**config.mk**
```make
export PLATFORM = sky130hd
export DESIGN_NAME = fp_subtractor
export DESIGN_NICKNAME = d
export VERILOG_FILES = /design/src/rtl/fp_subtractor.sv
export SDC_FILE = /design/constraint.sdc
export NUM_CORES = 1
export LEC_CHECK = 0
export BUFFER_PORTS_ARGS = -buffer_cell sky130_fd_sc_hd__buf_2
export CAP_MARGIN = 25
export CORE_MARGIN = 5
export CORE_UTILIZATION = 25
export CTS_CLUSTER_SIZE = 28
export DETAILED_ROUTE_END_ITERATION = 6
export GPL_ROUTABILITY_DRIVEN = 1
export SYNTH_ARGS = -nofsm -noshare
export SYNTH_HDL_FRONTEND = slang
export SYNTH_SLANG_ARGS = --single-unit
```
**constraint.sdc**
```tcl
create_clock -name clk -period 10.9 [get_ports clk]
set_input_delay 2.18 -clock clk [delete_from_list [all_inputs] [get_ports clk]]
set_output_delay 2.18 -clock clk [all_outputs]
set_load 0.005 [all_outputs]
```
**src/rtl/fp_subtractor.sv**
```systemverilog
// rtl/fp_subtractor.sv - multi-cycle IEEE-754 single-precision subtractor (truncating)
module fp_subtractor (
  input  logic        clk,
  input  logic        rst,
  input  logic        start,
  input  logic [31:0] a,
  input  logic [31:0] b,
  output logic [31:0] out,
  output logic        busy,
  output logic        done
);

  typedef enum logic [2:0] {
    IDLE  = 3'd0,
    ALIGN = 3'd1,
    SUB   = 3'd2,
    NORM  = 3'd3,
    DONE  = 3'd4
  } state_t;

  state_t state, state_next;

  // captured operands
  logic [31:0] a_r, b_r;

  // aligned operands
  logic        big_sign, small_sign;
  logic [7:0]  big_exp;
  logic [23:0] big_man, small_man;

  // working result
  logic        res_sign;
  logic [7:0]  res_exp;
  logic [24:0] res_man;

  // unpack / align helpers
  logic [7:0]  ea, eb;
  logic [23:0] ma, mb;
  logic        a_is_big;
  logic [7:0]  exp_diff;
  logic [23:0] small_raw;
  logic [23:0] small_shifted;
  logic [8:0]  exp_inc;
  logic        norm_done;

  // Unpack both captured operands; zero exponent field is a denormal (exp 1, hidden 0).
  always_comb begin
    ea            = (a_r[30:23] == 8'd0) ? 8'd1 : a_r[30:23];
    eb            = (b_r[30:23] == 8'd0) ? 8'd1 : b_r[30:23];
    ma            = {(a_r[30:23] != 8'd0), a_r[22:0]};
    mb            = {(b_r[30:23] != 8'd0), b_r[22:0]};
    a_is_big      = (ea > eb) || ((ea == eb) && (ma >= mb));
    exp_diff      = a_is_big ? (ea - eb) : (eb - ea);
    small_raw     = a_is_big ? mb : ma;
    small_shifted = (exp_diff >= 8'd25) ? 24'd0 : (small_raw >> exp_diff);
    exp_inc       = {1'b0, res_exp} + 9'd1;
    norm_done     = (res_man == 25'd0) || res_man[24] || res_man[23] || (res_exp == 8'd1);
  end

  // State register.
  always_ff @(posedge clk) begin
    if (rst) state <= IDLE;
    else     state <= state_next;
  end

  // Next-state logic.
  always_comb begin
    state_next = state;
    case (state)
      IDLE:    state_next = start ? ALIGN : IDLE;
      ALIGN:   state_next = SUB;
      SUB:     state_next = NORM;
      NORM:    state_next = norm_done ? DONE : NORM;
      DONE:    state_next = start ? ALIGN : IDLE;
      default: state_next = IDLE;
    endcase
  end

  // Datapath: capture, align, add/subtract magnitudes, normalise and pack.
  always_ff @(posedge clk) begin
    if (rst) begin
      a_r        <= 32'd0;
      b_r        <= 32'd0;
      big_sign   <= 1'b0;
      small_sign <= 1'b0;
      big_exp    <= 8'd0;
      big_man    <= 24'd0;
      small_man  <= 24'd0;
      res_sign   <= 1'b0;
      res_exp    <= 8'd0;
      res_man    <= 25'd0;
      out        <= 32'd0;
    end else begin
      case (state)
        IDLE, DONE: begin
          if (start) begin
            a_r <= a;
            b_r <= b;
          end
        end
        ALIGN: begin
          // b's sign is inverted so the operation becomes a + (-b)
          big_sign   <= a_is_big ? a_r[31] : ~b_r[31];
          small_sign <= a_is_big ? ~b_r[31] : a_r[31];
          big_exp    <= a_is_big ? ea : eb;
          big_man    <= a_is_big ? ma : mb;
          small_man  <= small_shifted;
        end
        SUB: begin
          // big >= small in magnitude, so the difference never goes negative
          res_man  <= (big_sign == small_sign) ? ({1'b0, big_man} + {1'b0, small_man})
                                               : ({1'b0, big_man} - {1'b0, small_man});
          res_sign <= big_sign;
          res_exp  <= big_exp;
        end
        NORM: begin
          if (res_man == 25'd0) begin
            out <= 32'd0;
          end else if (res_man[24]) begin
            if (exp_inc == 9'd255) out <= {res_sign, 8'hFF, 23'd0};
            else                   out <= {res_sign, exp_inc[7:0], res_man[23:1]};
          end else if (res_man[23]) begin
            out <= {res_sign, res_exp, res_man[22:0]};
          end else if (res_exp == 8'd1) begin
            out <= {res_sign, 8'h00, res_man[22:0]};
          end else begin
            res_man <= {res_man[23:0], 1'b0};
            res_exp <= res_exp - 8'd1;
          end
        end
        default: ;
      endcase
    end
  end

  assign busy = (state == ALIGN) || (state == SUB) || (state == NORM);
  assign done = (state == DONE);

endmodule

```
== Word-level counts from Yosys, hierarchy flattened ==
Index checks and enable logic that the tools add are counted.

* Bits in writable memories: 0
* Logic and storage cells: 86
* Memories kept: 0
* Bits in read-only memories: 0
* Register bits: 191
* Latch bits: 0

* Div/mod/pow operators: 0
* Bitwise logic cells: 1
* Mux-type cells: 28
* Reductions and logical operators: 21
* Shifts and indexed selects: 1
* Add/subtract/negate cells: 6
* Equal/unequal tests: 12
* Multiply operators: 0
* $lt $le $gt $ge: 3

{| class="wikitable"
|+ Operators with widths
! kind !! count
|-
| $mux W32 || 4
|-
| $mux W24 || 5
|-
| $mux W25 || 3
|-
| $mux W8 || 8
|-
| $pmux W25 S2 || 1
|-
| $mux W31 || 1
|-
| $add A24 B24 Y25 || 1
|-
| $logic_not A25 Y1 || 1
|-
| $sub A24 B24 Y25 || 1
|-
| $ge A24 B24 Y1 || 1
|-
| $shr A24 B8 Y24 || 1
|-
| $logic_not A8 Y1 || 2
|-
| $pmux W8 S2 || 1
|-
| $reduce_bool A8 Y1 || 2
|-
| $sub A8 B8 Y8 || 2
|-
| $pmux W3 S4 || 1
|-
| $add A8 B1 Y9 const B || 1
|-
| $eq A9 B8 Y1 const B || 1
|-
| $eq A8 B1 Y1 const B || 1
|-
| $eq A8 B8 Y1 || 1
|-
| $ge A8 B5 Y1 const B || 1
|-
| $gt A8 B8 Y1 || 1
|-
| $ne A2 B2 Y1 const B || 4
|-
| $sub A8 B1 Y8 const B || 1
|-
| other kinds (16) || 26
|}

== Depth between registers and ports, before layout ==
* Depth in word-level cells: 8
* Depth in mapped cells: 19
* Mapped depth without buffers: 17

== Worst setup path before layout ==
OpenSTA, ideal clock, no wires.

* Kind: register -> register
* Start: register a_r[27]
* End: register small_man[20]
* Period minus slack after synthesis: 4.178 ns
* Cell stages (with the launch flop): 17
* Setup slack: 6.722 ns
* Arrival: 4.107 ns
* Path through: dfxtp_1 -> nor4_1 -> nand2_1 -> nand2b_1 -> inv_1 -> ha_1 -> fa_1 -> nor4_1 -> o21ai_0 -> a31o_1 -> buf_6 -> or4_4 -> nand3_2 -> nand2_1 -> or3_1 -> or4_1 -> a21oi_1

* Longest elaborated chain between the ends: 8
* Elaborated cells on any way between the ends: 15
* Classes of those cells: add/sub: 2; order compare: 3; eq/ne: 1; shift: 1; mux: 4; reduce/logical: 4

{| class="wikitable"
|+ RTL lines
! element !! RTL line !! text
|-
| from (decl) || 24 || <nowiki>logic [31:0] a_r, b_r;</nowiki>
|-
| from (signal assigned) || 82 || <nowiki>a_r <= 32'd0;</nowiki>
|-
| from (signal assigned) || 97 || <nowiki>a_r <= a;</nowiki>
|-
| branches (longest 7 deep; another with $ge A24 B24 Y1) || - ||
|-
| $mux W24 (*) || 55 || <nowiki>small_shifted = (exp_diff >= 8'd25) ? 24'd0 : (small_raw >> exp_diff);</nowiki>
|-
| to (signal assigned) || 107 || <nowiki>small_man <= small_shifted;</nowiki>
|-
| to (decl) || 29 || <nowiki>logic [23:0] big_man, small_man;</nowiki>
|}

Every way passes the cells marked *.
A chain may end at the register's enable or synchronous reset.

== Final worst setup path ==
* Start: register b_r[27]
* End: register small_man[9]

* Longest elaborated chain between the ends: 8
* Elaborated cells on any way between the ends: 15
* Classes of those cells: add/sub: 2; order compare: 3; eq/ne: 1; shift: 1; mux: 4; reduce/logical: 4

{| class="wikitable"
|+ RTL lines
! element !! RTL line !! text
|-
| from (decl) || 24 ||
|-
| from (signal assigned) || 83 || <nowiki>b_r <= 32'd0;</nowiki>
|-
| from (signal assigned) || 98 || <nowiki>b_r <= b;</nowiki>
|-
| branches (longest 7 deep; another with $ge A24 B24 Y1) || - ||
|-
| $mux W24 (*) || 55 ||
|}

Marked as above.

==> flow_metrics.env <==
export IMPL_path_delay_family="simple AND/OR/NAND/NOR gates"
export IMPL_period_minus_slack_ps=5510
export IMPL_powerDensity_nw_per_um2=314
export IMPL_cp_required_ps=11250
export IMPL_clk_pin_slew_ps=80
export IMPL_hold_class="register to register"
export IMPL_synthTopCellsByArea="dfxtp_1, nand2_1, ha_1"
export IMPL_yosys_area_top_type="dfxtp_1"
export IMPL_cts_tree="yes"
export IMPL_io_buffers=100
export IMPL_top_usage_layer="met2"
export IMPL_drc=0
export IMPL_post_cts_resize_count=0
export IMPL_setup_viol=0
export IMPL_synth_top_family_by_area="compound AO/OA/AOI/OAI gates"
export IMPL_max_stage_delay_ps=700
export IMPL_gr_usage_met3_pct=2.60
export IMPL_synth_top_cell_area_share_pct=30.9
export IMPL_yosysWarnings=0
export IMPL_dpl_hpwl_microns=30100
export IMPL_core_area_sq_um=49000
export IMPL_drt_pass1_iter_count=5
export IMPL_p_leak_uw=0.00550
export IMPL_status="complete, no violations"
export IMPL_hold_violations=0
export IMPL_die_width_microns=232
export IMPL_row_count=81
export IMPL_internal_power_uw=2170
export IMPL_slew_headroom_pct=31.3
export IMPL_post_cts_buffers=0
export IMPL_switchingPower_uw=2240
export IMPL_grt_start_max_net_pins=74
export IMPL_synth_cell_types=73
export IMPL_synth_compound_area_share_pct=22.4
export IMPL_syn_num_nets=1710
export IMPL_crit_chain="nor4_1 > nand2_1 > inv_1 > nor2_1 > ha_1 > nand4_1 > or4_4 > a2111oi_4 > o311ai_2 > nand2_2 > buf_4 > mux4_2 > mux2i_1 > mux2i_1 > a32oi_1 > nand2_1"
export IMPL_setup_tns_final_ps=0
export IMPL_crit_type="register to register"
export IMPL_rsz0062_at_grt="no"
export IMPL_muxShareOfSynthArea_pct=9.32
export IMPL_max_cap_viol_count=0
export IMPL_cpMaxStageDelayCell="buf_4"
export IMPL_p_comb_share_pct=60.4
export IMPL_synth_edf_count=0
export IMPL_slew_violations=0
export IMPL_gr_total_overflow=0
export IMPL_synthAdderAreaFrac_pct=7.37
export IMPL_path_max_fanout=61
export IMPL_start_util_pct=25.2
export IMPL_grt_use_met2_pct=22.1
export IMPL_antenna_cells=0
export IMPL_cts_sinks=191
export IMPL_cts_hold_buffers=0
export IMPL_num_fill_cells=5297
export IMPL_worst_slew_pin_slew_ps=1020
export IMPL_irDropWorstVdd_mv=0.273
export IMPL_via_per_inst=5.16
export IMPL_dieHeight_microns=232
export IMPL_async_reset_ff_share_pct=0
export IMPL_ys_seq_elements=191
export IMPL_syn_cell_area_sq_um=12400
export IMPL_power_frac_seq_pct=24.5
export IMPL_synth_xor_area_share_pct=3.89
export IMPL_place_gp_congestion=0.925
export IMPL_cts_htree_levels=4
export IMPL_grt_met1_usage_pct=21.7
export IMPL_cts_made_buffers=17
export IMPL_switching_share_pct=50.8
export IMPL_pwr_share_clk_pct=15.1
export IMPL_syn_inst=1572
export IMPL_dp_slack_ps=5490
export IMPL_grt_total_usage_pct=14.7
export IMPL_area_growth_pct=13.8
export IMPL_clock_path_buffers=2
export IMPL_insertion_delay_ps=470
export IMPL_wirelength_microns=40100
export IMPL_nets=1729
export IMPL_grt_first_pass_wirelength_microns=63700
export IMPL_syn_area_per_cell_sq_um=7.86
export IMPL_r2r_slack_ps=5390
export IMPL_synth_ff_type="dfxtp_1"
export IMPL_antenna_found_initial=0
export IMPL_crit_path_start_kind="register"
export IMPL_via_count=11700
export IMPL_setup_ws_ps=5390
export IMPL_ys_seq_area_share_pct=30.9
export IMPL_critical_path_endpoint_type="register"
export IMPL_wire_per_inst_microns=17.7
export IMPL_die_area_sq_um=54000
export IMPL_postRouteAntennaNets=0
export IMPL_skew_ps=16.3
export IMPL_post_route_period_util_pct=50.6
export IMPL_fmax_mhz=181
export IMPL_io_pins=101
export IMPL_drt_iter0_markers=1006
export IMPL_grt_pass1_vias=11179
export IMPL_drive_gt1_share_pct=12.7
export IMPL_yosys_area_share_simple_pct=20.4
export IMPL_arrival_ps=5860
export IMPL_root_buffer="clkbuf_16"
export IMPL_critPathBufInv=2
## layout make-up
| class | instances | area [sq um] | share of cell area (%) |
|---|---|---|---|
| tap | 664 | 831 | 5.91 |
| timing repair buffer | 121 | 716 | 5.09 |
| inverter | 60 | 225 | 1.60 |
| clock inverter | 14 | 168 | 1.19 |
| multi-input combinational | 1200 | 7850 | 55.9 |
| sequential | 191 | 3820 | 27.2 |
| clock buffer | 18 | 439 | 3.12 |
## placed cells by master, fill, tap and decap left out, types with 14 or more instances in the layout
cell type  Yosys  layout
ha_1          68      68
a221oi_1      41      41
o21ai_0       54      53
nand2_1      231     230
a21oi_1      154     152
xor2_1        20      20
buf_4          1      16
xnor2_1       33      33
nand3_1       39      39
mux2i_1       61      60
dfxtp_1      191     191
clkbuf_16      0      17
nor2_1       156     156
inv_1         59      59
mux4_2        21      21
a311oi_1      22      22
buf_2         10      99
nor4_1        14      14
nor3_1        68      67
a211oi_1      34      34
## worst reg2reg max path: stages, from the launching register on
cell       delay (ps)
dfxtp_1           360
nor4_1            420
nand2_1           200
inv_1             170
nor2_1             90
ha_1              690
nand4_1           150
or4_4             480
a2111oi_4         250
o311ai_2          180
nand2_2           340
buf_4             700
mux4_2            470
mux2i_1           320
mux2i_1           230
a32oi_1           270
nand2_1            80
## cells in the mapped netlist (5+ instances only)
cell         n
nand4_1     13
nand2_1    231
nor2_1     156
nand2b_1     8
and2_1       9
or3_1       11
mux2i_1     61
xnor2_1     33
o22ai_1      5
buf_1       11
mux2_2       6
a31oi_1      8
a311oi_1    22
o31ai_1     13
o21ai_0     54
a32oi_1     13
a21oi_1    154
nor4_1      14
buf_2       10
nor3_1      68
a21o_1      11
a2111oi_0    5
ha_1        68
clkbuf_1    98
a22oi_1      6
xor2_1      20
mux4_2      21
nor2b_1      5
dfxtp_1    191
a221oi_1    41
o211ai_1     7
a211oi_1    34
nand3_1     39
inv_1       59
## registers in the layout, summed over array words and instances (netlist names)
| signal | count |
|---|---|
| small_sign | 1 |
| state | 3 |
| b_r | 32 |
| res_sign | 1 |
| res_exp | 8 |
| out | 32 |
| a_r | 32 |
| big_exp | 8 |
| res_man | 25 |
| small_man | 24 |
| big_sign | 1 |
| big_man | 24 |
## path summary, 6_finish.rpt
path / from / end / depth (start not counted)
worst max-delay path: b_r[27]$_SDFFE_PP0P_ / small_man[9]$_SDFFE_PP0P_ / 16
worst min-delay path: out[23]$_SDFFE_PP0P_ / out[23]$_SDFFE_PP0P_ / 2
worst max register to register: b_r[27]$_SDFFE_PP0P_ / small_man[9]$_SDFFE_PP0P_ / 16
worst min register to register: out[23]$_SDFFE_PP0P_ / out[23]$_SDFFE_PP0P_ / 2
## layer usage
metal	up-vias	wire [microns]
li1	5744	-
met5	-	0
met1	5548	19700
met2	358	17400
met3	50	2240
met4	0	765
## cell families after synthesis
| kind of cell | Yosys count |
|---|---|
| muxes | 88 |
| and+or+nand+nor | 573 |
| adders and majority gates | 71 |
| xor gates and xnor gates | 54 |
| DFF | 191 |
| AOI/OAI and AO/OA | 414 |
| buffers and inverters | 181 |
## power groups by stage
stage,sequential [uW],combinational [uW],clock (uW)
2_1_floorplan,985,2000,0
3_3_place_gp,1090,2590,0
3_5_place_dp,1090,2610,0
4_1_cts,1080,2620,678
5_1_grt,1110,2920,707
6_report,1080,2670,666
## per-stage QoR
step,power [uW],instance area (sq um),instances,utilization [%],hold WS [ps]
finish,4410,14100,2268,28.7,462
detailed placement,3700,13400,2234,27.4,455
global placement,3680,13300,2229,27.3,447
CTS,4380,14000,2266,28.6,466
global route,4740,14100,2268,28.7,497
floorplan,2990,12400,1572,-,432
Note: power is estimated with default switching activity, not from simulation.
